<file path="config.mk">
export PLATFORM = sky130hd
export DESIGN_NAME = dense_layer
export DESIGN_NICKNAME = d
export VERILOG_FILES = /design/src/rtl/dense_layer_pkg.sv /design/src/rtl/dense_layer_mac.sv /design/src/rtl/dense_layer.sv
export SDC_FILE = /design/constraint.sdc
export NUM_CORES = 2
export LEC_CHECK = 0
export BUFFER_PORTS_ARGS = -buffer_cell sky130_fd_sc_hd__buf_2
export CAP_MARGIN = 20
export CORE_ASPECT_RATIO = 0.75
export CORE_UTILIZATION = 50
export DETAILED_ROUTE_END_ITERATION = 16
export PLACE_DENSITY = 0.69
export SYNTH_ARGS = -nofsm -noshare
export SYNTH_HDL_FRONTEND = slang
export SYNTH_HIERARCHICAL = 1
export SYNTH_SLANG_ARGS = --single-unit
</file>
<file path="constraint.sdc">
create_clock -name clk -period 8.15 [get_ports clk]
set_input_delay 0.4075 -clock clk [delete_from_list [all_inputs] [get_ports clk]]
set_output_delay 0.4075 -clock clk [all_outputs]
set_load 0.01 [all_outputs]
</file>
<file path="src/rtl/dense_layer_pkg.sv">
// Shared types and constants for the CNN dense output stage (package cnn_pkg).
// Optional feature macro: DENSE_BIAS_EN (per-class bias registers, one extra accumulator bit).
package cnn_pkg;

    localparam int unsigned DEFAULT_DATA_WIDTH = 8;
`ifdef DENSE_BIAS_EN
    localparam int unsigned DEFAULT_ACC_WIDTH  = 17;
`else
    localparam int unsigned DEFAULT_ACC_WIDTH  = 16;
`endif

    // Signed 2-bit lane weight: -2, -1, 0, +1
    typedef logic signed [1:0] weight_t;

    typedef enum logic [1:0] {
        IDLE   = 2'd0,
        ACCUM  = 2'd1,
        ARGMAX = 2'd2,
        DONE   = 2'd3
    } dense_state_t;

    // Smallest accumulator width that cannot overflow for the given shape
    function automatic int unsigned dense_min_acc_width(input int unsigned data_width,
                                                        input int unsigned in_length,
                                                        input bit          bias_en);
        return data_width + 2 + $clog2(in_length) + {31'd0, bias_en};
    endfunction

endpackage

</file>
<file path="src/rtl/dense_layer_mac.sv">
// One multiply-accumulate lane: unsigned element times signed 2-bit weight.
module dense_mac
    import cnn_pkg::*;
#(
    parameter int unsigned DATA_WIDTH = DEFAULT_DATA_WIDTH,
    parameter int unsigned ACC_WIDTH  = DEFAULT_ACC_WIDTH
) (
    input  logic                        clk,
    input  logic                        rst_dense,
    input  logic                        load,
    input  logic signed [ACC_WIDTH-1:0] load_val,
    input  logic                        en,
    input  logic [DATA_WIDTH-1:0]       x,
    input  weight_t                     w,
    output logic signed [ACC_WIDTH-1:0] acc
);

    localparam int unsigned PROD_W = DATA_WIDTH + 2;

    logic signed [PROD_W-1:0] x_ext;
    logic signed [PROD_W-1:0] w_ext;
    logic signed [PROD_W-1:0] prod;

    // Full-precision product; magnitude never exceeds 2*(2^DATA_WIDTH-1)
    always_comb begin
        x_ext = PROD_W'($signed({1'b0, x}));
        w_ext = PROD_W'(w);
        prod  = x_ext * w_ext;
    end

    // Accumulator: reset, then load, then accumulate
    always_ff @(posedge clk) begin
        if (rst_dense) begin
            acc <= '0;
        end else if (load) begin
            acc <= load_val;
        end else if (en) begin
            acc <= acc + ACC_WIDTH'(prod);
        end
    end

endmodule

</file>
<file path="src/rtl/dense_layer.sv">
// Fully connected output stage: streams a latched feature vector through
// NUM_CLASSES MAC lanes, then picks the highest-scoring class (lowest index on ties).
// Optional feature macro: DENSE_BIAS_EN (bias written at weight_index == IN_LENGTH).
module dense_layer
    import cnn_pkg::*;
#(
    parameter int unsigned IN_LENGTH   = 50,
    parameter int unsigned NUM_CLASSES = 4,
    parameter int unsigned DATA_WIDTH  = DEFAULT_DATA_WIDTH,
    parameter int unsigned ACC_WIDTH   = DEFAULT_ACC_WIDTH
) (
    input  logic                                clk,
    input  logic                                rst_dense,
    input  logic [IN_LENGTH*DATA_WIDTH-1:0]     in_vec,
    input  logic                                start,
    input  logic                                weight_WrEn,
    input  logic [$clog2(NUM_CLASSES)-1:0]      weight_class,
    input  logic [$clog2(IN_LENGTH+1)-1:0]      weight_index,
    input  logic [ACC_WIDTH-1:0]                weight_data,
    output logic                                busy,
    output logic                                done,
    output logic [ACC_WIDTH*NUM_CLASSES-1:0]    scores,
    output logic [$clog2(NUM_CLASSES)-1:0]      class_out
);

    localparam int unsigned CLS_W = $clog2(NUM_CLASSES);
    localparam int unsigned CNT_W = (IN_LENGTH > NUM_CLASSES) ? $clog2(IN_LENGTH) : $clog2(NUM_CLASSES);
`ifdef DENSE_BIAS_EN
    localparam bit BIAS_EN = 1'b1;
`else
    localparam bit BIAS_EN = 1'b0;
`endif

    if (ACC_WIDTH < dense_min_acc_width(DATA_WIDTH, IN_LENGTH, BIAS_EN)) begin : g_acc_width_check
        $error("dense_layer: ACC_WIDTH too small for DATA_WIDTH/IN_LENGTH");
    end

    dense_state_t                state;
    dense_state_t                state_next;
    logic [CNT_W-1:0]            idx;
    logic [DATA_WIDTH-1:0]       vec  [IN_LENGTH];
    weight_t                     wmem [NUM_CLASSES][IN_LENGTH];
    logic signed [ACC_WIDTH-1:0] acc      [NUM_CLASSES];
    logic signed [ACC_WIDTH-1:0] load_val [NUM_CLASSES];
    logic signed [ACC_WIDTH-1:0] max_val;
    logic [CLS_W-1:0]            max_idx;
    logic [CLS_W-1:0]            arg_idx;
    logic                        last_elem;
    logic                        last_class;
    logic                        wr_ok;
    logic                        start_acc;
    logic                        mac_en;
    logic [DATA_WIDTH-1:0]       cur_x;

    // Shared decode used by FSM, datapath and weight store
    always_comb begin
        last_elem  = (idx == CNT_W'(IN_LENGTH - 1));
        last_class = (idx == CNT_W'(NUM_CLASSES - 1));
        arg_idx    = CLS_W'(idx);
        wr_ok      = (state == IDLE) && weight_WrEn && (32'(weight_class) < NUM_CLASSES);
        start_acc  = (state == IDLE) && start;
        mac_en     = (state == ACCUM);
        cur_x      = vec[idx];
    end

    // State register
    always_ff @(posedge clk) begin
        if (rst_dense) begin
            state <= IDLE;
        end else begin
            state <= state_next;
        end
    end

    // Next-state logic
    always_comb begin
        state_next = state;
        case (state)
            IDLE:    if (start)      state_next = ACCUM;
            ACCUM:   if (last_elem)  state_next = ARGMAX;
            ARGMAX:  if (last_class) state_next = DONE;
            DONE:                    state_next = IDLE;
            default:                 state_next = IDLE;
        endcase
    end

    // Counter, vector latch, running argmax and registered outputs
    always_ff @(posedge clk) begin
        if (rst_dense) begin
            idx       <= '0;
            busy      <= 1'b0;
            done      <= 1'b0;
            max_val   <= '0;
            max_idx   <= '0;
            scores    <= '0;
            class_out <= '0;
            for (int k = 0; k < IN_LENGTH; k++) vec[k] <= '0;
        end else begin
            busy <= (state_next == ACCUM) || (state_next == ARGMAX);
            done <= 1'b0;
            case (state)
                IDLE: begin
                    if (start) begin
                        idx <= '0;
                        for (int k = 0; k < IN_LENGTH; k++) vec[k] <= in_vec[k*DATA_WIDTH +: DATA_WIDTH];
                    end
                end
                ACCUM: begin
                    idx <= last_elem ? '0 : idx + CNT_W'(1);
                end
                ARGMAX: begin
                    idx <= idx + CNT_W'(1);
                    if ((idx == '0) || (acc[arg_idx] > max_val)) begin
                        max_val <= acc[arg_idx];
                        max_idx <= arg_idx;
                    end
                end
                DONE: begin
                    idx       <= '0;
                    done      <= 1'b1;
                    class_out <= max_idx;
                    for (int c = 0; c < NUM_CLASSES; c++) scores[c*ACC_WIDTH +: ACC_WIDTH] <= acc[c];
                end
                default: idx <= '0;
            endcase
        end
    end

    // Weight store, writable only while idle
    always_ff @(posedge clk) begin
        if (rst_dense) begin
            for (int c = 0; c < NUM_CLASSES; c++)
                for (int k = 0; k < IN_LENGTH; k++) wmem[c][k] <= '0;
        end else if (wr_ok && (32'(weight_index) < IN_LENGTH)) begin
            wmem[weight_class][weight_index] <= weight_t'(weight_data[1:0]);
        end
    end

`ifdef DENSE_BIAS_EN
    logic signed [ACC_WIDTH-1:0] bias [NUM_CLASSES];
    logic                        bias_wr;

    always_comb bias_wr = wr_ok && (32'(weight_index) == IN_LENGTH);

    // Bias store
    always_ff @(posedge clk) begin
        if (rst_dense) begin
            for (int c = 0; c < NUM_CLASSES; c++) bias[c] <= '0;
        end else if (bias_wr) begin
            bias[weight_class] <= $signed(weight_data);
        end
    end

    // Accumulator preload; a bias written on the start edge is forwarded
    always_comb begin
        for (int c = 0; c < NUM_CLASSES; c++) begin
            load_val[c] = bias[c];
            if (bias_wr && (32'(weight_class) == c)) load_val[c] = $signed(weight_data);
        end
    end
`else
    logic unused_data_bits;

    always_comb unused_data_bits = ^weight_data[ACC_WIDTH-1:2];

    // Accumulators always start from zero
    always_comb begin
        for (int c = 0; c < NUM_CLASSES; c++) load_val[c] = '0;
    end
`endif

    for (genvar c = 0; c < NUM_CLASSES; c++) begin : g_lane
        dense_mac #(
            .DATA_WIDTH (DATA_WIDTH),
            .ACC_WIDTH  (ACC_WIDTH)
        ) u_mac (
            .clk       (clk),
            .rst_dense (rst_dense),
            .load      (start_acc),
            .load_val  (load_val[c]),
            .en        (mac_en),
            .x         (cur_x),
            .w         (wmem[c][idx]),
            .acc       (acc[c])
        );
    end

endmodule

</file>
==> summary.log <==
INFO  route          detail_route.first_pass.iterations=5
INFO  clock_network  cts.sinks=964
INFO  pwr            clock_power_share=0.374
INFO  clock_network  cts_htree_levels=3
INFO  timing         finalHoldWorstSlack=0.01475ns
INFO  worst_setup_path critical_path.n_buffers_inverters=2
INFO  timing         clock.fmax=0.1406GHz
INFO  timing         period_share=0.8730
INFO  worst_setup_path crit_family=compound AO/OA/AOI/OAI gates
INFO  pwr            power_report.internal_total=8.945mW
INFO  worst_setup_path critical_path.startpoint_type=flip-flop
INFO  die            core=97240squm
INFO  cells_and_area drive_gt1_frac=0.2102
INFO  pwr            p_seq_frac=0.480
INFO  logic_synthesis netlist_instances=3885
INFO  logic_synthesis netlist_area=49120squm
INFO  logic_synthesis synth_top_flop_cell=edfxtp_1
INFO  global_route   globalRoute.busiestLayer=met2
INFO  route          final_antenna_net_count=0
INFO  die            die_height=273.4um
INFO  worst_setup_path timing.critical_path.slowest_cell_delay=0.70ns
INFO  logic_synthesis synthDominantAreaCellType=edfxtp_1
INFO  pwr            report.power.total=12.12mW
INFO  logic_synthesis ys_top_cells_by_count=edfxtp_1 (800), nor2_1 (609), and2_1 (309), mux4_2 (250), clkbuf_1 (217)
INFO  placement      port_buffers=481
INFO  timing         finalClockSkew=0.05290ns
INFO  worst_setup_path crit_slowest_cell=xnor2_1
INFO  pwr            peakVddDrop=175.9uV
INFO  timing         drv_slew=0
INFO  timing         setup-tns-final=0ns
INFO  global_route   antenna_found_initial=35
INFO  worst_setup_path data_required_time_at_the_worst_endpoint=8.71ns
INFO  pwr            comb_power_share=0.146
INFO  logic_synthesis synth_edf_count=800
INFO  route          vias=35.27k
INFO  cells_and_area finish.utilization=0.6162
INFO  global_route   grt_start_max_net_pins=189
INFO  die            starting_density_of_the_core=0.5051
INFO  logic_synthesis synth.most_common_cell=edfxtp_1
INFO  pwr            power_density_over_the_cells=202.3nW/um^2
INFO  die            floorplan.die_area=99510squm
INFO  timing         setup_viol=0
INFO  route          drt_drc_violations_left=0
INFO  run_status     outcome=finished, final reports clean
INFO  worst_setup_path number_of_cells_on_the_worst_reg_to_reg_path=24
INFO  clock_network  clk_latency=0.73ns
INFO  global_route   groute.layer.met2.usage=0.4555
INFO  logic_synthesis netlist.area_leader.share=0.4891
INFO  min_path       worst_hold_path_type=input pin to flip-flop
INFO  die            die_w=363.9um
INFO  logic_synthesis yosysSeqAreaShare=0.5559
INFO  worst_setup_path crit_path_cell_trace=buf_12, mux4_2, nor2b_1, a211oi_1, a211oi_1, o21ai_0, o21ai_0, clkinv_1, nor2_1, ha_1, ha_1, a21oi_1, nor2b_1, a311oi_1, a21oi_1, xnor2_1, ha_1, a21oi_1, o21a_1, nor2_1, a2111oi_0, o31a_1, xnor2_1, o22ai_1
INFO  cells_and_area finish.net_count=5245
INFO  worst_setup_path crit_cells=24
INFO  logic_synthesis yosys_warnings=6
INFO  pwr            p_leak=22.79nW
INFO  clock_network  cts-hold-fix-buffers=366
INFO  pwr            power.net_switching=3.175mW
INFO  timing         grt_setup_unrepaired=false
INFO  global_route   grt_first_pass_wirelength=211.8mm
INFO  worst_setup_path ff2ff_setup_slack=1.04ns
INFO  die            floorplan.rows=99
INFO  placement      gp_congestion=0.8785
INFO  clock_network  clock_tree.buffer_depth=3
INFO  global_route   grtUsageMet1=0.3895
INFO  logic_synthesis synth_cell_types=66
INFO  timing         timing.max_slew.rel_slack=0.2347
INFO  timing         final.min_clock_period=7.115ns
INFO  clock_network  postCtsResizedCells=0
INFO  timing         finalHoldViolCount=0
INFO  global_route   first_global_vias=34.67k
INFO  clock_network  cts_setup_buffers=0
INFO  cells_and_area area_growth=21.99%
INFO  pwr            power.share.switching=0.2619
INFO  cells_and_area nFillCells=7269
INFO  route          via_per_inst=5.784
INFO  flow_run       cap_violations=0
INFO  min_path       worst_hold_path.num_cells=2
INFO  clock_network  cts-buffers-inserted=97
INFO  worst_setup_path worstSetupEndpointType=flip-flop
INFO  clock_network  clk_pin_slew_worst_paths=0.06ns
INFO  clock_network  tritoncts=yes
INFO  die            pin_count=496
INFO  global_route   globalRouteMet3Util=0.05504
INFO  route          totalWireLength=144.0mm
INFO  logic_synthesis yosys_register_bits=964
INFO  placement      hpwlAfterDp=94.55mm
INFO  global_route   grt.total_usage=0.2848
INFO  timing         max_slew.worst_pin.slew=1.148ns
INFO  route          avgRoutedWirePerCell=23.63um
INFO  logic_synthesis synth_area_leaders=edfxtp_1 (49%), mux4_2 (11%), dfxtp_1 (6.7%)
INFO  worst_setup_path criticalPathCategory=flip-flop to flip-flop
INFO  worst_setup_path critical_path_arrival=7.67ns
INFO  clock_network  clockRootBuffer=clkbuf_16
INFO  global_route   globalRoute.totalOverflow=0
INFO  route          drt_first_iter_violations=4070
INFO  logic_synthesis post_synth.cell_area_avg=12.64squm
INFO  worst_setup_path crit_fanout=55
INFO  logic_synthesis async_reset_ff_frac=0
## area by class of cell
class / count / area (sq um) / area share
Multi-Input combinational cell: 2628 / 20710 / 0.3457
Tap cell: 1313 / 1643 / 0.02742
Antenna cell: 37 / 92.59 / 0.001545
Clock buffer: 131 / 2615 / 0.04364
Inverter: 58 / 217.7 / 0.003633
Sequential cell: 964 / 27330 / 0.4560
Timing Repair Buffer: 916 / 6774 / 0.1131
Clock inverter: 50 / 540.5 / 0.009021
## cell families after synthesis
group | after synthesis | share of synthesized area
and+or+nand+nor | 1372 | 0.1364
other | 1 | 0.00007635
AOI/OAI and AO/OA | 574 | 0.08032
adders and majority gates | 152 | 0.04055
buffers and inverters | 356 | 0.02876
DFF | 964 | 0.5559
muxes | 381 | 0.1416
xor gates and xnor gates | 85 | 0.01628
## flip-flops by register name (all words and copies together), names as in the netlist, 2 cells and up, named ones only
register          flops
scores               64
state                 2
g_lane.u_mac/acc     64
vec                 400
idx                   6
class_out             2
wmem                400
max_val              16
max_idx               2
## per-layer routing
metal	part of all wire	vias up
met4	0.036	10
li1	-	15750
met5	0.00040	-
met3	0.090	336
met1	0.40	17300
met2	0.47	1869
## stage by stage
step / setup WS [ns] / cell area, sq um / std cells
global placement: 1.170 / 52910 / 5508
detailed placement: 1.145 / 52940 / 5510
floorplan: 1.557 / 49350 / 3948
CTS: 1.121 / 59760 / 6057
finish: 1.035 / 59920 / 6097
global route: 0.4162 / 59920 / 6095
## layout by cell type (no fill, tap or decap), types with 13 or more instances in the layout
cell type        n
clkbuf_1        28
mux4_2         250
buf_2          480
inv_1           52
nor2_1         609
o21bai_1       113
o22ai_1         31
xnor2_1         40
conb_1          64
diode_2         37
clkinv_2        13
o21ai_0         41
a21o_1         135
mux2i_1        119
buf_4           56
nand2_1        156
nand4_1         22
dlygate4sd3_1  367
clkinv_1        23
ha_1           138
clkbuf_16       97
nor3b_1         28
nor2b_1        145
a211oi_1        19
nand3_1         33
and2_1         308
dfxtp_1        157
edfxtp_1       800
xor2_1          41
a21oi_1        143
## worst register-to-register path: stages (launching register included)
cell	delay [ns]
dfxtp_4	0.64
buf_12	0.44
mux4_2	0.63
nor2b_1	0.18
a211oi_1	0.22
a211oi_1	0.07
o21ai_0	0.33
o21ai_0	0.35
clkinv_1	0.32
nor2_1	0.09
ha_1	0.32
ha_1	0.28
a21oi_1	0.14
nor2b_1	0.08
a311oi_1	0.38
a21oi_1	0.17
xnor2_1	0.70
ha_1	0.47
a21oi_1	0.23
o21a_1	0.16
nor2_1	0.04
a2111oi_0	0.29
o31a_1	0.23
xnor2_1	0.12
o22ai_1	0.09
## power groups by stage
stage,sequential (mW),clock (mW),combinational (mW)
detailed placement,5.91,0,1.58
global route,5.84,4.74,1.91
global placement,5.90,0,1.55
finish,5.82,4.53,1.77
floorplan,5.83,0,1.16
CTS,5.81,4.53,1.73
## path summary, 6_finish.rpt
path | startpoint | end
worst min register to register | max_val[14]$_SDFFE_PP0P_ | max_val[14]$_SDFFE_PP0P_
worst min-delay path | in_vec[351] | vec[43][7]$_SDFFCE_PP0P_
worst max-delay path | idx[0]$_SDFFE_PP0N_ | g_lane[2].u_mac/acc[15]$_SDFFE_PP0P_
worst max register to register | idx[0]$_SDFFE_PP0N_ | g_lane[2].u_mac/acc[15]$_SDFFE_PP0P_
Power figures use the tool's default switching activity.
